$ cat config.mk
export PLATFORM = sky130hd
export DESIGN_NAME = qpi_xfer_4x_flat
export DESIGN_NICKNAME = d
export VERILOG_FILES = /design/src/rtl/qpi_xfer_pkg.sv /design/src/rtl/qpi_xfer_if.sv /design/src/rtl/qpi_xfer_rdcap.sv /design/src/rtl/qpi_xfer_4x.sv /design/src/flat_wrapper.sv
export SDC_FILE = /design/constraint.sdc
export NUM_CORES = 1
export LEC_CHECK = 0
export CAP_MARGIN = 20
export CORE_AREA = 2 2 128 118
export DETAILED_ROUTE_END_ITERATION = 7
export DIE_AREA = 0 0 130 120
export MAX_ROUTING_LAYER = met4
export PLACE_DENSITY = 0.65
export SYNTH_ARGS = -nofsm -noshare
export SYNTH_HDL_FRONTEND = slang
export SYNTH_SLANG_ARGS = --single-unit
$ cat constraint.sdc
create_clock -name clk -period 6.5 [get_ports clk]
set_input_delay 0.65 -clock clk [delete_from_list [all_inputs] [get_ports clk]]
set_output_delay 0.65 -clock clk [all_outputs]
set_load 0.005 [all_outputs]
$ cat src/rtl/qpi_xfer_pkg.sv
// qpi_xfer shared types and helpers.
// State encoding, PHY constants, nibble lane packing.
package qpi_xfer_pkg;

  typedef enum logic [2:0] {
    ST_IDLE,
    ST_SETUP,
    ST_CMD0,
    ST_CMD1,
    ST_DUMMY,
    ST_DATA,
    ST_HOLD
  } st_e;

  typedef struct packed {
    logic        write;
    logic [7:0]  op;
    logic [23:0] addr;
    logic [3:0]  dummy;
    logic [7:0]  len;
  } cmd_t;

  localparam logic [3:0] OE_ALL  = 4'hF;
  localparam logic [3:0] SCK_ALL = 4'hF;

  // slot t carries w[15-4t -: 4]; lane i of slot t sits at bit 4i+3-t
  function automatic logic [15:0] nib_pack(input logic [15:0] w);
    logic [15:0] p;
    p = '0;
    for (int t = 0; t < 4; t++)
      for (int i = 0; i < 4; i++)
        p[4*i+3-t] = w[12-4*t+i];
    return p;
  endfunction

  function automatic logic [15:0] nib_unpack(input logic [15:0] p);
    logic [15:0] w;
    w = '0;
    for (int t = 0; t < 4; t++)
      for (int i = 0; i < 4; i++)
        w[12-4*t+i] = p[4*i+3-t];
    return w;
  endfunction

endpackage

$ cat src/rtl/qpi_xfer_if.sv
// qpi_xfer host-side bundle.
// Command, write stream, read stream, done.
interface qpi_xfer_if #(
  parameter int N_CS = 2
);

  logic            cmd_valid;
  logic            cmd_ready;
  logic            cmd_write;
  logic [7:0]      cmd_op;
  logic [23:0]     cmd_addr;
  logic [3:0]      cmd_dummy;
  logic [7:0]      cmd_len;
  logic [N_CS-1:0] cmd_cs;
  logic [15:0]     wr_data;
  logic            wr_valid;
  logic            wr_ready;
  logic [15:0]     rd_data;
  logic            rd_valid;
  logic            done;

  modport master (
    output cmd_valid, cmd_write, cmd_op,
    output cmd_addr, cmd_dummy, cmd_len,
    output cmd_cs, wr_data, wr_valid,
    input  cmd_ready, wr_ready,
    input  rd_data, rd_valid, done
  );

  modport slave (
    input  cmd_valid, cmd_write, cmd_op,
    input  cmd_addr, cmd_dummy, cmd_len,
    input  cmd_cs, wr_data, wr_valid,
    output cmd_ready, wr_ready,
    output rd_data, rd_valid, done
  );

endinterface

$ cat src/rtl/qpi_xfer_rdcap.sv
// qpi_xfer read capture.
// Delays the capture flag by RD_LAT and unpacks phy_io_i.
module qpi_xfer_rdcap
  import qpi_xfer_pkg::*;
#(
  parameter int RD_LAT = 3
) (
  input  logic        clk,
  input  logic        rst_n,
  input  logic        cap,
  input  logic [15:0] phy_io_i,
  output logic        rd_valid,
  output logic [15:0] rd_data
);

  logic [RD_LAT:1] line;
  logic            en;

  if (RD_LAT == 1) begin : g_l1
    assign en = cap;
  end else begin : g_ln
    assign en = line[RD_LAT-1];
  end

  // flag shift line; data sampled on the edge raising rd_valid
  always_ff @(posedge clk) begin
    if (!rst_n) begin
      line    <= '0;
      rd_data <= '0;
    end else begin
      line[1] <= cap;
      for (int k = 2; k <= RD_LAT; k++)
        line[k] <= line[k-1];
      if (en)
        rd_data <= nib_unpack(phy_io_i);
    end
  end

  assign rd_valid = line[RD_LAT];

endmodule

$ cat src/rtl/qpi_xfer_4x.sv
// qpi_xfer_4x transaction sequencer.
// One command -> per-cycle quad PHY vectors.
module qpi_xfer_4x
  import qpi_xfer_pkg::*;
#(
  parameter int N_CS   = 2,
  parameter int RD_LAT = 3,
  parameter int CL     = N_CS - 1
) (
  input  logic          clk,
  input  logic          rst_n,
  qpi_xfer_if.slave     bus,
  output logic [15:0]   phy_io_o,
  output logic [3:0]    phy_io_oe,
  output logic [3:0]    phy_clk_o,
  output logic [CL:0]   phy_cs_o,
  input  logic [15:0]   phy_io_i
);

  localparam int HW =
    (RD_LAT > 1) ? $clog2(RD_LAT) : 1;
  localparam logic [HW-1:0] H_RD =
    HW'(RD_LAT - 1);

  st_e          st;
  cmd_t         c;
  logic [8:0]   cnt;
  logic [8:0]   left;
  logic [HW-1:0] hcnt;
  logic         rdy_q;
  logic         done_q;
  logic         accept;
  logic         to_data;
  logic         win;
  logic         cap;
  logic         rv;
  logic [15:0]  rd;

  assign accept = bus.cmd_valid & rdy_q;

  // write-word window and data-phase entry decode
  always_comb begin
    to_data = 1'b0;
    win     = 1'b0;
    unique case (1'b1)
      (st == ST_CMD1):
        to_data = (c.dummy == 4'd0);
      (st == ST_DUMMY):
        to_data = (cnt == 9'd0);
      default:
        to_data = 1'b0;
    endcase
    win = c.write & (to_data | (st == ST_DATA));
  end

  assign bus.wr_ready = win & (left != 9'd0);
  assign bus.cmd_ready = rdy_q;
  assign bus.done = done_q;
  assign cap = (st == ST_DATA) & ~c.write;

  // sequencer FSM with registered PHY vectors
  always_ff @(posedge clk) begin
    if (!rst_n) begin
      st        <= ST_IDLE;
      c         <= '0;
      cnt       <= '0;
      left      <= '0;
      hcnt      <= '0;
      rdy_q     <= 1'b0;
      done_q    <= 1'b0;
      phy_io_o  <= '0;
      phy_io_oe <= '0;
      phy_clk_o <= '0;
      phy_cs_o  <= '1;
    end else begin
      done_q <= 1'b0;
      unique case (st)
        ST_IDLE: begin
          rdy_q     <= 1'b1;
          phy_cs_o  <= '1;
          phy_clk_o <= '0;
          phy_io_oe <= '0;
          if (accept) begin
            c <= '{write: bus.cmd_write,
                   op:    bus.cmd_op,
                   addr:  bus.cmd_addr,
                   dummy: bus.cmd_dummy,
                   len:   bus.cmd_len};
            left     <= {1'b0, bus.cmd_len} + 9'd1;
            rdy_q    <= 1'b0;
            phy_cs_o <= ~bus.cmd_cs;
            st       <= ST_SETUP;
          end
        end
        ST_SETUP: begin
          phy_io_o  <= nib_pack({c.op, c.addr[23:16]});
          phy_clk_o <= SCK_ALL;
          phy_io_oe <= OE_ALL;
          st        <= ST_CMD0;
        end
        ST_CMD0: begin
          phy_io_o  <= nib_pack(c.addr[15:0]);
          phy_clk_o <= SCK_ALL;
          phy_io_oe <= OE_ALL;
          st        <= ST_CMD1;
        end
        ST_CMD1, ST_DUMMY: begin
          if (to_data) begin
            st  <= ST_DATA;
            cnt <= {1'b0, c.len};
            if (!c.write) begin
              phy_clk_o <= SCK_ALL;
              phy_io_oe <= '0;
            end
          end else if (st == ST_CMD1) begin
            st        <= ST_DUMMY;
            cnt       <= {5'd0, c.dummy} - 9'd1;
            phy_clk_o <= SCK_ALL;
            phy_io_oe <= '0;
          end else begin
            cnt <= cnt - 9'd1;
          end
        end
        ST_DATA: begin
          if (c.write ? (left == 9'd0)
                      : (cnt == 9'd0)) begin
            st        <= ST_HOLD;
            phy_clk_o <= '0;
            phy_io_oe <= '0;
            hcnt      <= c.write ? '0 : H_RD;
            done_q    <= c.write | (RD_LAT == 1);
          end else if (!c.write) begin
            cnt <= cnt - 9'd1;
          end
        end
        ST_HOLD: begin
          if (hcnt == '0) begin
            st       <= ST_IDLE;
            rdy_q    <= 1'b1;
            phy_cs_o <= '1;
          end else begin
            hcnt   <= hcnt - HW'(1);
            done_q <= (hcnt == HW'(1));
          end
        end
        default: st <= ST_IDLE;
      endcase
      if (bus.wr_ready) begin
        if (bus.wr_valid) begin
          phy_io_o  <= nib_pack(bus.wr_data);
          phy_clk_o <= SCK_ALL;
          phy_io_oe <= OE_ALL;
          left      <= left - 9'd1;
        end else begin
          phy_clk_o <= '0;
        end
      end
    end
  end

  qpi_xfer_rdcap #(
    .RD_LAT (RD_LAT)
  ) u_rdcap (
    .clk      (clk),
    .rst_n    (rst_n),
    .cap      (cap),
    .phy_io_i (phy_io_i),
    .rd_valid (rv),
    .rd_data  (rd)
  );

  assign bus.rd_valid = rv;
  assign bus.rd_data  = rd;

endmodule
$ cat src/flat_wrapper.sv
// flat-port wrapper written by rule: the top's interface ports become plain ports
module qpi_xfer_4x_flat import qpi_xfer_pkg::*;
#(
  parameter int N_CS   = 2,
  parameter int RD_LAT = 3,
  parameter int CL     = N_CS - 1
)
  (clk, rst_n, phy_io_o, phy_io_oe, phy_clk_o, phy_cs_o, phy_io_i, bus_cmd_valid, bus_cmd_write, bus_cmd_op, bus_cmd_addr, bus_cmd_dummy, bus_cmd_len, bus_cmd_cs, bus_wr_data, bus_wr_valid, bus_cmd_ready, bus_wr_ready, bus_rd_data, bus_rd_valid, bus_done);
  qpi_xfer_if #(.N_CS(N_CS)) bus_i ();
  input  logic clk;
  input  logic rst_n;
  output logic [15:0] phy_io_o;
  output logic [3:0] phy_io_oe;
  output logic [3:0] phy_clk_o;
  output logic [CL:0] phy_cs_o;
  input  logic [15:0] phy_io_i;
  input wire logic [$bits(bus_i.cmd_valid)-1:0] bus_cmd_valid;
  input wire logic [$bits(bus_i.cmd_write)-1:0] bus_cmd_write;
  input wire logic [$bits(bus_i.cmd_op)-1:0] bus_cmd_op;
  input wire logic [$bits(bus_i.cmd_addr)-1:0] bus_cmd_addr;
  input wire logic [$bits(bus_i.cmd_dummy)-1:0] bus_cmd_dummy;
  input wire logic [$bits(bus_i.cmd_len)-1:0] bus_cmd_len;
  input wire logic [$bits(bus_i.cmd_cs)-1:0] bus_cmd_cs;
  input wire logic [$bits(bus_i.wr_data)-1:0] bus_wr_data;
  input wire logic [$bits(bus_i.wr_valid)-1:0] bus_wr_valid;
  output wire logic [$bits(bus_i.cmd_ready)-1:0] bus_cmd_ready;
  output wire logic [$bits(bus_i.wr_ready)-1:0] bus_wr_ready;
  output wire logic [$bits(bus_i.rd_data)-1:0] bus_rd_data;
  output wire logic [$bits(bus_i.rd_valid)-1:0] bus_rd_valid;
  output wire logic [$bits(bus_i.done)-1:0] bus_done;
  assign bus_i.cmd_valid = bus_cmd_valid;
  assign bus_i.cmd_write = bus_cmd_write;
  assign bus_i.cmd_op = bus_cmd_op;
  assign bus_i.cmd_addr = bus_cmd_addr;
  assign bus_i.cmd_dummy = bus_cmd_dummy;
  assign bus_i.cmd_len = bus_cmd_len;
  assign bus_i.cmd_cs = bus_cmd_cs;
  assign bus_i.wr_data = bus_wr_data;
  assign bus_i.wr_valid = bus_wr_valid;
  assign bus_cmd_ready = bus_i.cmd_ready;
  assign bus_wr_ready = bus_i.wr_ready;
  assign bus_rd_data = bus_i.rd_data;
  assign bus_rd_valid = bus_i.rd_valid;
  assign bus_done = bus_i.done;
  qpi_xfer_4x #(.N_CS(N_CS), .RD_LAT(RD_LAT), .CL(CL)) u_core (.clk(clk), .rst_n(rst_n), .bus(bus_i), .phy_io_o(phy_io_o), .phy_io_oe(phy_io_oe), .phy_clk_o(phy_clk_o), .phy_cs_o(phy_cs_o), .phy_io_i(phy_io_i));
endmodule
==> summary.md, run 1 <==
| Metric | Value |
|---|---|
| Drt initial violations | `~460` |
| 1st-pass router iterations | `6` |
| RSZ-0062 raised after global routing | `no` |
| Inserted Diodes | `0` |
| Max Clock Freq | `0.297 GHz` |
| Syn Area/Cell | `~7.6 um2` |
| Die X | `about 130 um` |
| Hold WC Path Type | `reg -> reg` |
| Worst Setup Path Type | `reg -> out` |
| Htree depth | `3` |
| Yosys warning count | `0` |
| Slowest CP cell | `and3b_1` |
| Clock latency on the worst-skew pair | `about 0.35 ns` |
| Mapped Area | `approximately 5600 um2` |
| CTS buffer count | `9` |
| Slew Viols, Final | `0` |
| Root Driver | `clkbuf_16` |
| Power, Total | `2.68 mW` |
| Setup slack, reg-to-reg | `between 3 and 4 ns` |
| Port buffer count | `roughly 130` |
| Final wirelength | `between 15000 and 20000 um` |
| Synth top area cells | `dfxtp_1 40%, nand2_1 9.2%, a21oi_1 7.4%` |
| Worst-path maximum fanout | `45` |
| Gr usage total | `a little over a fifth` |
| Post-synth ARST share | `0%` |
| Dpl hpwl | `between 10000 and 15000 um` |
| Yosys top cell by area | `dfxtp_1` |
| Final ANT Viol Nets | `0` |
| # Post-CTS Setup Buffers | `0` |
| Die ar. | `between 15000 and 20000 um2` |
| CORE AREA | `14300 um2` |
| WL/cell | `between 15 and 20 um` |
| Worst-path clk slew | `0.07 ns` |
| Worst path required time | `slightly below 6 ns` |
| Tcrit/Tclk final | `a little over 50%` |
| Ys flop type | `dfxtp_1` |
| # hold bufs at CTS | `0` |
| CTS tree | `yes` |
| DRC Markers | `0` |
| Setup TNS | `0 ns` |
| Worst clock skew | `0.00687 ns` |
| Io pins | `between 100 and 150` |
| Crit-path leading delay family | `buffers and inverters` |
| Rows | `between 40 and 50` |
| Critical path launch point type | `register` |
| Worst path cell trace | `buf_4 > and3b_1 > a32oi_1 > a21oi_1 > clkdlybuf4s50_1` |
| Post-DR vias/cell | `approximately 5.4` |
| Pleak | `approximately 2.5 nW` |
| Clk sinks | `about 110` |
| Measured slew at the worst slew-check pin | `~1.1 ns` |
| Synthesized flop and latch total | `approximately 110` |
| Synthesized net count | `around 820` |
| RePlAce Congestion | `between 0.8 and 0.9` |
| Status | `finished, final reports clean` |
| Fin crit period | `about 3.4 ns` |
| Initial Utilization | `38.9%` |
| Largest net degree at the start of global routing | `slightly above 70` |
| Via total after detailed routing | `approximately 5500` |
| Worst Setup End Kind | `output port` |
| Hold Vio Cnt, Final | `0` |
| Pwr/cell area | `372 nW/um2` |
| Cells after Synth | `730` |
| # fillers | `between 1000 and 1500` |
| Register area share after synthesis | `between 40% and 50%` |
| Max_cap viols | `0` |
| Synth unique cells | `63` |
| Slew headroom | `29.1%` |
| Layout cells sized above 1 | `under 10%` |
| EDFF count, synth | `0` |
| Buf/Inv on CP | `2` |
| Die height | `about 120 um` |
| First-pass GRT wire length | `between 20000 and 30000 um` |
| Vias in the first global route | `approximately 5200` |
| Initial antenna violation count | `0` |
| Grt total ovfl | `0` |
| Post-synth top area share | `around two fifths` |
| Post-CTS sizing | `0` |
| Largest stage delay, worst path | `approximately 0.70 ns` |
| Final net count | `910` |
| Final setup vio count | `0` |
| Area grow syn2layout | `28.9%` |
| Worst VDD drop | `just over 0.2 mV` |
| Crit path DAT | `2.72 ns` |
| Clock Path Buffers | `2` |
[area by class of cell]
| class | instances | area (um2) | area share, % |
|---|---|---|---|
| Timing Repair Buffer | 136 | 1340 | 18.6 |
| Clock buffer | 11 | 243 | 3.37 |
| Clock inverter | 5 | 38.8 | 0.539 |
| Sequential cell | 112 | 2240 | 31.2 |
| Tap cell | 198 | 248 | 3.44 |
| Multi-Input combinational cell | 544 | 3020 | 42.0 |
| Inverter | 16 | 60.1 | 0.834 |
[synth_stat cells (all sizes together), types with 2 or more instances]
cell type,number
clkbuf,38
a2bb2oi,2
xnor2,3
o21ai,13
or3,5
and2,3
nand3,23
or4b,2
ha,8
buf,20
nor3,14
mux2i,20
o211a,2
o211ai,18
nand3b,4
o31ai,5
a211oi,21
a32oi,2
o22ai,6
nand4,3
a31oi,8
dfxtp,112
nor2,100
nor4,4
a21oi,83
xor2,6
o221ai,19
nand2,138
inv,15
o21a,2
and3,4
or2,3
or4,5
o311ai,2
[worst reg2reg max path, cell delays in order, from the launching register on]
cell     delay [ns]
dfxtp_1        0.30
buf_4          0.26
and3b_1        0.72
a32oi_1        0.28
a21o_1         0.24
buf_4          0.27
or4_1          0.54
a31oi_1        0.16
[metrics by stage]
step | hold WS, ns | area (um2) | utilization (%) | setup WS, ns | cells
5_1_grt | 0.462 | 7200 | 50.2 | 3.03 | 1022
3_3_place_gp | 0.422 | 6920 | 48.2 | 3.41 | 1006
6_report | 0.437 | 7200 | 50.2 | 3.13 | 1022
2_1_floorplan | 0.412 | 5580 | - | 4.45 | 730
3_5_place_dp | 0.420 | 6920 | 48.2 | 3.42 | 1006
4_1_cts | 0.439 | 7200 | 50.2 | 3.13 | 1022
[path summary, 6_finish.rpt]
check / start / to / cells after the start
setup / recovery: u_core.st[2] / bus_wr_ready / 5
hold / removal: u_core.u_rdcap.line[1] / u_core.u_rdcap.line[2] / 1
setup reg to reg: u_core.st[2] / u_core.left[5] / 7
hold reg to reg: u_core.u_rdcap.line[1] / u_core.u_rdcap.line[2] / 1
[per-layer routing]
layer | wire length (um) | track usage [%]
met3 | 1120 | 4.41
met2 | 7480 | 33.5
met4 | 129 | 4.37
met1 | 7390 | 29.0
met5 | 0 | -
[kinds of logic (layout without fill, tap and decap cells)]
family                     count (synthesis)  count (layout)  share of synthesized area [%]
AOI/OAI and AO/OA                        192             192                           22.5
xor gates and xnor gates                   9               9                           1.41
adders and majority gates                  8               8                           1.79
buffers and inverters                     74             168                           5.78
DFF                                      112             112                           40.2
muxes                                     20              20                           3.59
and+or+nand+nor                          315             315                           24.7
[layout by cell type (no fill, tap or decap), types with 4 or more instances in the layout]
cell / n
a31oi_1: 7
nor3_1: 12
o221ai_1: 19
o31ai_1: 5
clkbuf_16: 9
a21oi_1: 83
or3_1: 4
buf_4: 8
a211oi_1: 18
and3_1: 4
clkdlybuf4s50_1: 128
nor2_1: 100
o21ai_1: 4
dfxtp_1: 111
or4_1: 4
nand2_1: 137
ha_1: 8
o211ai_1: 18
mux2i_1: 20
nand3b_1: 4
xor2_1: 6
o21ai_0: 9
o22ai_1: 6
inv_1: 14
nand3_1: 23
[report_power, final]
group | switching, mW | total (mW) | internal, mW
registers | 0.112 | 0.929 | 0.816
logic | 0.689 | 1.22 | 0.528
clock network | 0.260 | 0.534 | 0.274
[sequential cells by signal, indices dropped and copies added (netlist names)]
register,flops
u_core.phy_io_oe,4
u_core.c,45
u_core.bus.cmd_ready,1
u_core.left,9
u_core.u_rdcap.line,3
u_core.phy_cs_o,2
u_core.hcnt,2
u_core.phy_io_o,16
u_core.u_rdcap.rd_data,16
u_core.phy_clk_o,1
u_core.cnt,9
u_core.bus.done,1
u_core.st,3
Note: power is estimated with default switching activity, not from simulation.
==> run 2: changes to the inputs <==
- clock period: 6.5 -> 3.53 ns (I/O delays scaled with it)
==> summary.md, run 2 (synthesized netlist as in run 1, its figures left out) <==
| Metric | Value |
|---|---|
| Status | `finished, final reports clean` |
| Worst path required time | `3.18 ns (-2.67 ns)` |
| 1st-pass router iterations | `5 (-1)` |
| Layout cells sized above 1 | `5.43% (+0.58 points)` |
| Largest net degree at the start of global routing | `65 (-8.5%)` |
| Pwr/cell area | `690 nW/um2 (+85%)` |
| Initial antenna violation count | `0 (unchanged)` |
| WL/cell | `15.7 um (-0.48%)` |
| Worst clock skew | `0.00739 ns (+0.000524 ns)` |
| Power, Total | `5.01 mW (+87%)` |
| RSZ-0062 raised after global routing | `no` |
| Post-CTS sizing | `0 (unchanged)` |
| Rows | `42 (unchanged)` |
| Slew Viols, Final | `0 (unchanged)` |
| Die X | `130 um (unchanged)` |
| Slew headroom | `38.2% (+9.1 points)` |
| Clock Path Buffers | `2 (unchanged)` |
| Critical path launch point type | `register` |
| Pleak | `2.55 nW (+1.1%)` |
| Via total after detailed routing | `5562 (+1.3%)` |
| Commonest non-fill, non-tap cell in the layout | `nand2_1` |
| Dpl hpwl | `11200 um (+1.6%)` |
| Cell total after placement | `1010 (+0.40%)` |
| Final ANT Viol Nets | `0 (unchanged)` |
| Non-Filler Instances | `1026 (+0.39%)` |
| Initial Utilization | `38.9% (unchanged)` |
| Final net count | `914 (+0.44%)` |
| Most frequent cells in the layout | `137 x nand2_1, 128 x clkdlybuf4s50_1, 111 x dfxtp_1` |
| Clock latency on the worst-skew pair | `0.36 ns (about the same)` |
| Post-place instance area | `6950 um2 (+0.43%)` |
| CTS tree | `yes` |
| Max_cap viols | `0 (unchanged)` |
| # hold bufs at CTS | `0 (unchanged)` |
| CTS buffer count | `9 (unchanged)` |
| Area grow syn2layout | `29.9%` |
| Clk sinks | `112 (unchanged)` |
| Worst Setup Path Type | `reg -> out` |
| Biggest register | `u_core.c` |
| Die height | `120 um (unchanged)` |
| Fin crit period | `~2.8 ns` |
| Measured slew at the worst slew-check pin | `0.925 ns (-0.136 ns)` |
| Worst VDD drop | `0.307 mV (+51%)` |
| Tcrit/Tclk final | `78.5%` |
| Die ar. | `15600 um2 (unchanged)` |
| Gr usage total | `21.2% (-0.27 points)` |
| Post-DR vias/cell | `5.42 (+0.90%)` |
| Worst-path clk slew | `0.07 ns (about the same)` |
| Grt total ovfl | `0 (unchanged)` |
| Max Clock Freq | `about 0.36 GHz` |
| Worst-path maximum fanout | `19 (-58%)` |
| # fillers | `1374 (-0.65%)` |
| Crit path DAT | `2.42 ns (-0.30 ns)` |
| Regs by FF count | `u_core.c (45), u_core.phy_io_o (16), u_core.u_rdcap.rd_data (16)` |
| Port buffer count | `128 (unchanged)` |
| Hold Vio Cnt, Final | `0 (unchanged)` |
| Drt initial violations | `473 (+3.7%)` |
| DRC Markers | `0 (unchanged)` |
| # Post-CTS Setup Buffers | `0 (unchanged)` |
| Final Cell Area | `7250 um2 (+0.77%)` |
| Inserted Diodes | `0 (unchanged)` |
| Final wirelength | `16100 um (about the same)` |
| Max reg flops | `45 (unchanged)` |
| First-pass GRT wire length | `25800 um (-0.85%)` |
| Htree depth | `3 (unchanged)` |
| Finished Core Util | `50.5% (+0.38 points)` |
| Setup TNS | `0 ns (unchanged)` |
| Io pins | `129 (unchanged)` |
| Root Driver | `clkbuf_16` |
| Hold WC Path Type | `reg -> reg` |
| Worst Setup End Kind | `output port` |
| Final setup vio count | `0 (unchanged)` |
| RePlAce Congestion | `0.937 (+9.4%)` |
| Vias in the first global route | `5201 (+0.54%)` |
| CORE AREA | `14300 um2 (unchanged)` |
-- run 2: cell count changes in the layout (fill, tap and decap cells not counted), sizes merged --
| cell | delta |
|---|---|
| bufinv | +1 |
| clkinvlp | +1 |
| buf | +4 |
| clkbuf | -1 |
| inv | -1 |
-- run 2: routing by layer --
metal / track usage [%] / share of wire [%] / vias up
met5: - / 0 / -
met4: 5.65 / 1.4 / 0
met3: 4.41 / 5.8 / 23
met2: 32.4 / 46 / 193
met1: 28.6 / 47 / 2599
li1: - / - / 2747
-- run 2: stage by stage --
stage                     setup slack (ns)  hold slack (ns)
after global routing                 0.646            0.473
after floorplan                       1.48            0.412
final                                0.758            0.450
after CTS                            0.763            0.444
after global placement                1.15            0.417
after detailed placement              1.11            0.423
-- run 2: worst paths after layout --
kind / slack, ns / depth (start not counted) / startpoint / end
worst min-delay path: 0.45 / 1 / u_core.u_rdcap.line[1] / u_core.u_rdcap.line[2]
worst max-delay path: 0.76 / 5 / u_core.st[0] / bus_wr_ready
worst max register to register: 1.02 / 6 / u_core.st[0] / u_core.left[4]
worst min register to register: 0.45 / 1 / u_core.u_rdcap.line[1] / u_core.u_rdcap.line[2]
-- run 2: area by class of cell --
type	instances	area, um2	area share, %
tap	198	248	3.42
clock buffer	10	239	3.30
sequential	112	2240	30.9
timing repair buffer	140	1370	18.9
multi-input combinational	544	3020	41.7
clock inverter	6	67.6	0.932
inverter	16	60.1	0.828
-- run 2: power breakdown --
part / switching [mW] / total, mW / internal (mW) / leakage, nW
Combinational: 1.23 / 2.21 / 0.977 / 1.49
Sequential: 0.239 / 1.74 / 1.50 / 0.911
Clock: 0.482 / 1.05 / 0.573 / 0.145
Total: 1.95 / 5.01 / 3.05 / 2.55
-- run 2: critical path, stage by stage, from the launching register on --
cell	delay (ns)
dfxtp_1	0.67
and3b_1	0.23
buf_4	0.21
a32oi_1	0.17
a21oi_1	0.24
clkdlybuf4s50_1	0.53
==> run 3: changes to the inputs <==
- clock period: 3.53 -> 2.7 ns (I/O delays scaled with it)
==> summary.md, run 3 (synthesized netlist as in run 1, its figures left out) <==
| Metric | Value |
|---|---|
| Regs by FF count | `u_core.c (45), u_core.phy_io_o (16), u_core.u_rdcap.rd_data (16)` |
| Worst Hold End | `u_core.u_rdcap.line[2]` |
| Cell Int Power | `4.00 mW (+31%)` |
| Setup ws final | `0.155 ns (-0.602 ns)` |
| M1 GR Usage | `28.7% (+0.10 points)` |
| Hold Crit Depth | `1 (unchanged)` |
| CORE AREA | `14300 um2 (unchanged)` |
| Drt initial violations | `439 (-7.2%)` |
| Dpl hpwl | `11900 um (+5.8%)` |
| Hold WC Path Type | `reg -> reg` |
| Io pins | `129 (unchanged)` |
| Max Clock Freq | `0.393 GHz` |
| Clk sinks | `112 (unchanged)` |
| Hold Crit Start | `u_core.u_rdcap.line[1]` |
| Final ANT Viol Nets | `0 (unchanged)` |
| Critical R2R Launch | `u_core.left[0]` |
| Status | `finished, final reports clean` |
| CTS buffer count | `9 (unchanged)` |
| Worst VDD drop | `0.348 mV (+13%)` |
| Power share of the combinational group | `46.0% (+1.9 points)` |
| Measured slew at the worst slew-check pin | `0.896 ns (-0.0294 ns)` |
| Initial antenna violation count | `0 (unchanged)` |
| Setup slack, reg-to-reg | `0.23 ns (-0.79 ns)` |
| Final net count | `924 (+1.1%)` |
| GRT met2 Usage | `33.7% (+1.3 points)` |
| Rows | `42 (unchanged)` |
| Worst Setup End Kind | `output port` |
| Pwr/cell area | `901 nW/um2 (+31%)` |
| Worst path required time | `2.43 ns (-0.75 ns)` |
| Worst-path maximum fanout | `6 (-13)` |
| Commonest non-fill, non-tap cell in the layout | `nand2_1` |
| Multi-input logic area | `3030 um2 (+0.21%)` |
| Die ar. | `15600 um2 (unchanged)` |
| Power, Total | `6.61 mW (+32%)` |
| WL/cell | `15.9 um (+1.3%)` |
| Setup TNS | `0 ns (unchanged)` |
| Vias in the first global route | `5201 (unchanged)` |
| Fin crit period | `around 2.5 ns` |
| Pleak | `2.60 nW (+2.1%)` |
| R2R depth | `8 (+2)` |
| Port buffer count | `128 (unchanged)` |
| Max reg flops | `45 (unchanged)` |
| First-pass GRT wire length | `26200 um (+1.7%)` |
| Worst Setup Path Type | `reg -> out` |
| # fillers | `1352 (-1.6%)` |
| Max_cap viols | `0 (unchanged)` |
| Sw power | `2.61 mW (+34%)` |
| Hold Vio Cnt, Final | `0 (unchanged)` |
| Worst-path clk slew | `0.07 ns (about the same)` |
| Inserted Diodes | `0 (unchanged)` |
| Die X | `130 um (unchanged)` |
| Slew headroom | `40.2% (+2.0 points)` |
| 1st-pass router iterations | `5 (unchanged)` |
| Slew Viols, Final | `0 (unchanged)` |
| Grt total ovfl | `0 (unchanged)` |
| Largest net degree at the start of global routing | `53 (-18%)` |
| Worst clock skew | `0.00981 ns (+0.00242 ns)` |
| Via total after detailed routing | `5639 (+1.4%)` |
| Layout cells sized above 1 | `6.68% (+1.2 points)` |
| Final setup vio count | `0 (unchanged)` |
| Tcrit/Tclk final | `between 90% and 100%` |
| Sequential Power Share | `34.0% (-0.8 points)` |
| Clock latency on the worst-skew pair | `0.36 ns (about the same)` |
| # hold bufs at CTS | `0 (unchanged)` |
| Fin Hold WS | `0.434 ns (-0.0163 ns)` |
| Htree depth | `3 (unchanged)` |
| Die height | `120 um (unchanged)` |
| Sw frac | `39.5% (+0.45 points)` |
| Area grow syn2layout | `31.3%` |
| Reg-to-reg critical path endpoint | `u_core.phy_io_o[13]` |
| Sequential standard cell area | `2240 um2 (unchanged)` |
| Root Driver | `clkbuf_16` |
| Clock Path Buffers | `2 (unchanged)` |
| Crit path DAT | `2.27 ns (-0.15 ns)` |
| Initial Utilization | `38.9% (unchanged)` |
| Gr usage total | `21.7% (+0.46 points)` |
| Biggest register | `u_core.c` |
| Post-Place Setup Slack | `0.289 ns (-0.819 ns)` |
| Most used routing layer | `met2` |
| Post-DR vias/cell | `5.44 (+0.41%)` |
| DRC Markers | `0 (unchanged)` |
| Critical path launch point type | `register` |
| Clock Power Share | `19.9% (-1.2 points)` |
| Finished Core Util | `51.1% (+0.54 points)` |
| CTS tree | `yes` |
| RePlAce Congestion | `0.930 (-0.81%)` |
| Final wirelength | `16500 um (+2.3%)` |
| Met3 Usage GRT | `3.74% (-0.67 points)` |
| RSZ-0062 raised after global routing | `no` |
| Most frequent cells in the layout | `137 x nand2_1, 128 x clkdlybuf4s50_1, 111 x dfxtp_1` |
## run 3: how the worst max path moves through the flow
stage	startpoint	end	slack [ns]	cells after the start
final	u_core.cnt[0]	bus_wr_ready	0.16	6
after global routing	u_core.cnt[0]	bus_wr_ready	0.006	6
after CTS	u_core.left[0]	bus_wr_ready	0.10	6
after detailed placement	u_core.left[0]	u_core.phy_io_o[15]	0.29	8
after global placement	u_core.left[0]	u_core.left[8]	0.35	8
after floorplan	u_core.cnt[0]	u_core.cnt[6]	0.65	8
## run 3: layout make-up
| cell class | count | area share (%) |
|---|---|---|
| clock buffers | 11 | 3.45 |
| clock inverters | 5 | 0.512 |
| inverters | 16 | 0.819 |
| multi-input cells | 544 | 41.3 |
| flip-flops and latches | 112 | 30.6 |
| well taps | 198 | 3.38 |
| repair buffers | 150 | 19.9 |
## run 3: what timing repair did
| item | CTS | global route |
|---|---|---|
| setup endpoints to repair | 1 | 1 |
| gates resized for setup | 1 | 1 |
| hold endpoints to repair | 0 | 0 |
| buffers inserted | 0 | 0 |
## run 3: critical path, stage by stage, from the launching register on
cell,delay [ns]
dfxtp_1,0.32
inv_1,0.09
ha_1,0.26
nor4b_2,0.28
nand3_1,0.20
a21oi_1,0.23
clkdlybuf4s50_1,0.53
## run 3: metrics by stage
| stage | std cells | area (um2) |
|---|---|---|
| 2_1_floorplan | 730 | 5580 |
| 3_3_place_gp | 1020 | 7030 |
| 3_5_place_dp | 1020 | 7030 |
| 4_1_cts | 1036 | 7330 |
| 5_1_grt | 1036 | 7330 |
| 6_report | 1036 | 7330 |
## run 3: metal layers
metal / routed length [um] / vias up
met4: 311 / 0
li1: - / 2773
met2: 7570 / 208
met1: 7620 / 2634
met5: 0 / -
met3: 958 / 24
## run 3: power by group through the flow
stage                     clock [mW]  sequential [mW]  combinational (mW)
after detailed placement           0             2.28                3.00
final                           1.32             2.25                3.04
after global placement             0             2.26                2.94
after floorplan                    0             2.20                2.08
after CTS                       1.34             2.24                3.02
after global routing            1.40             2.29                3.35
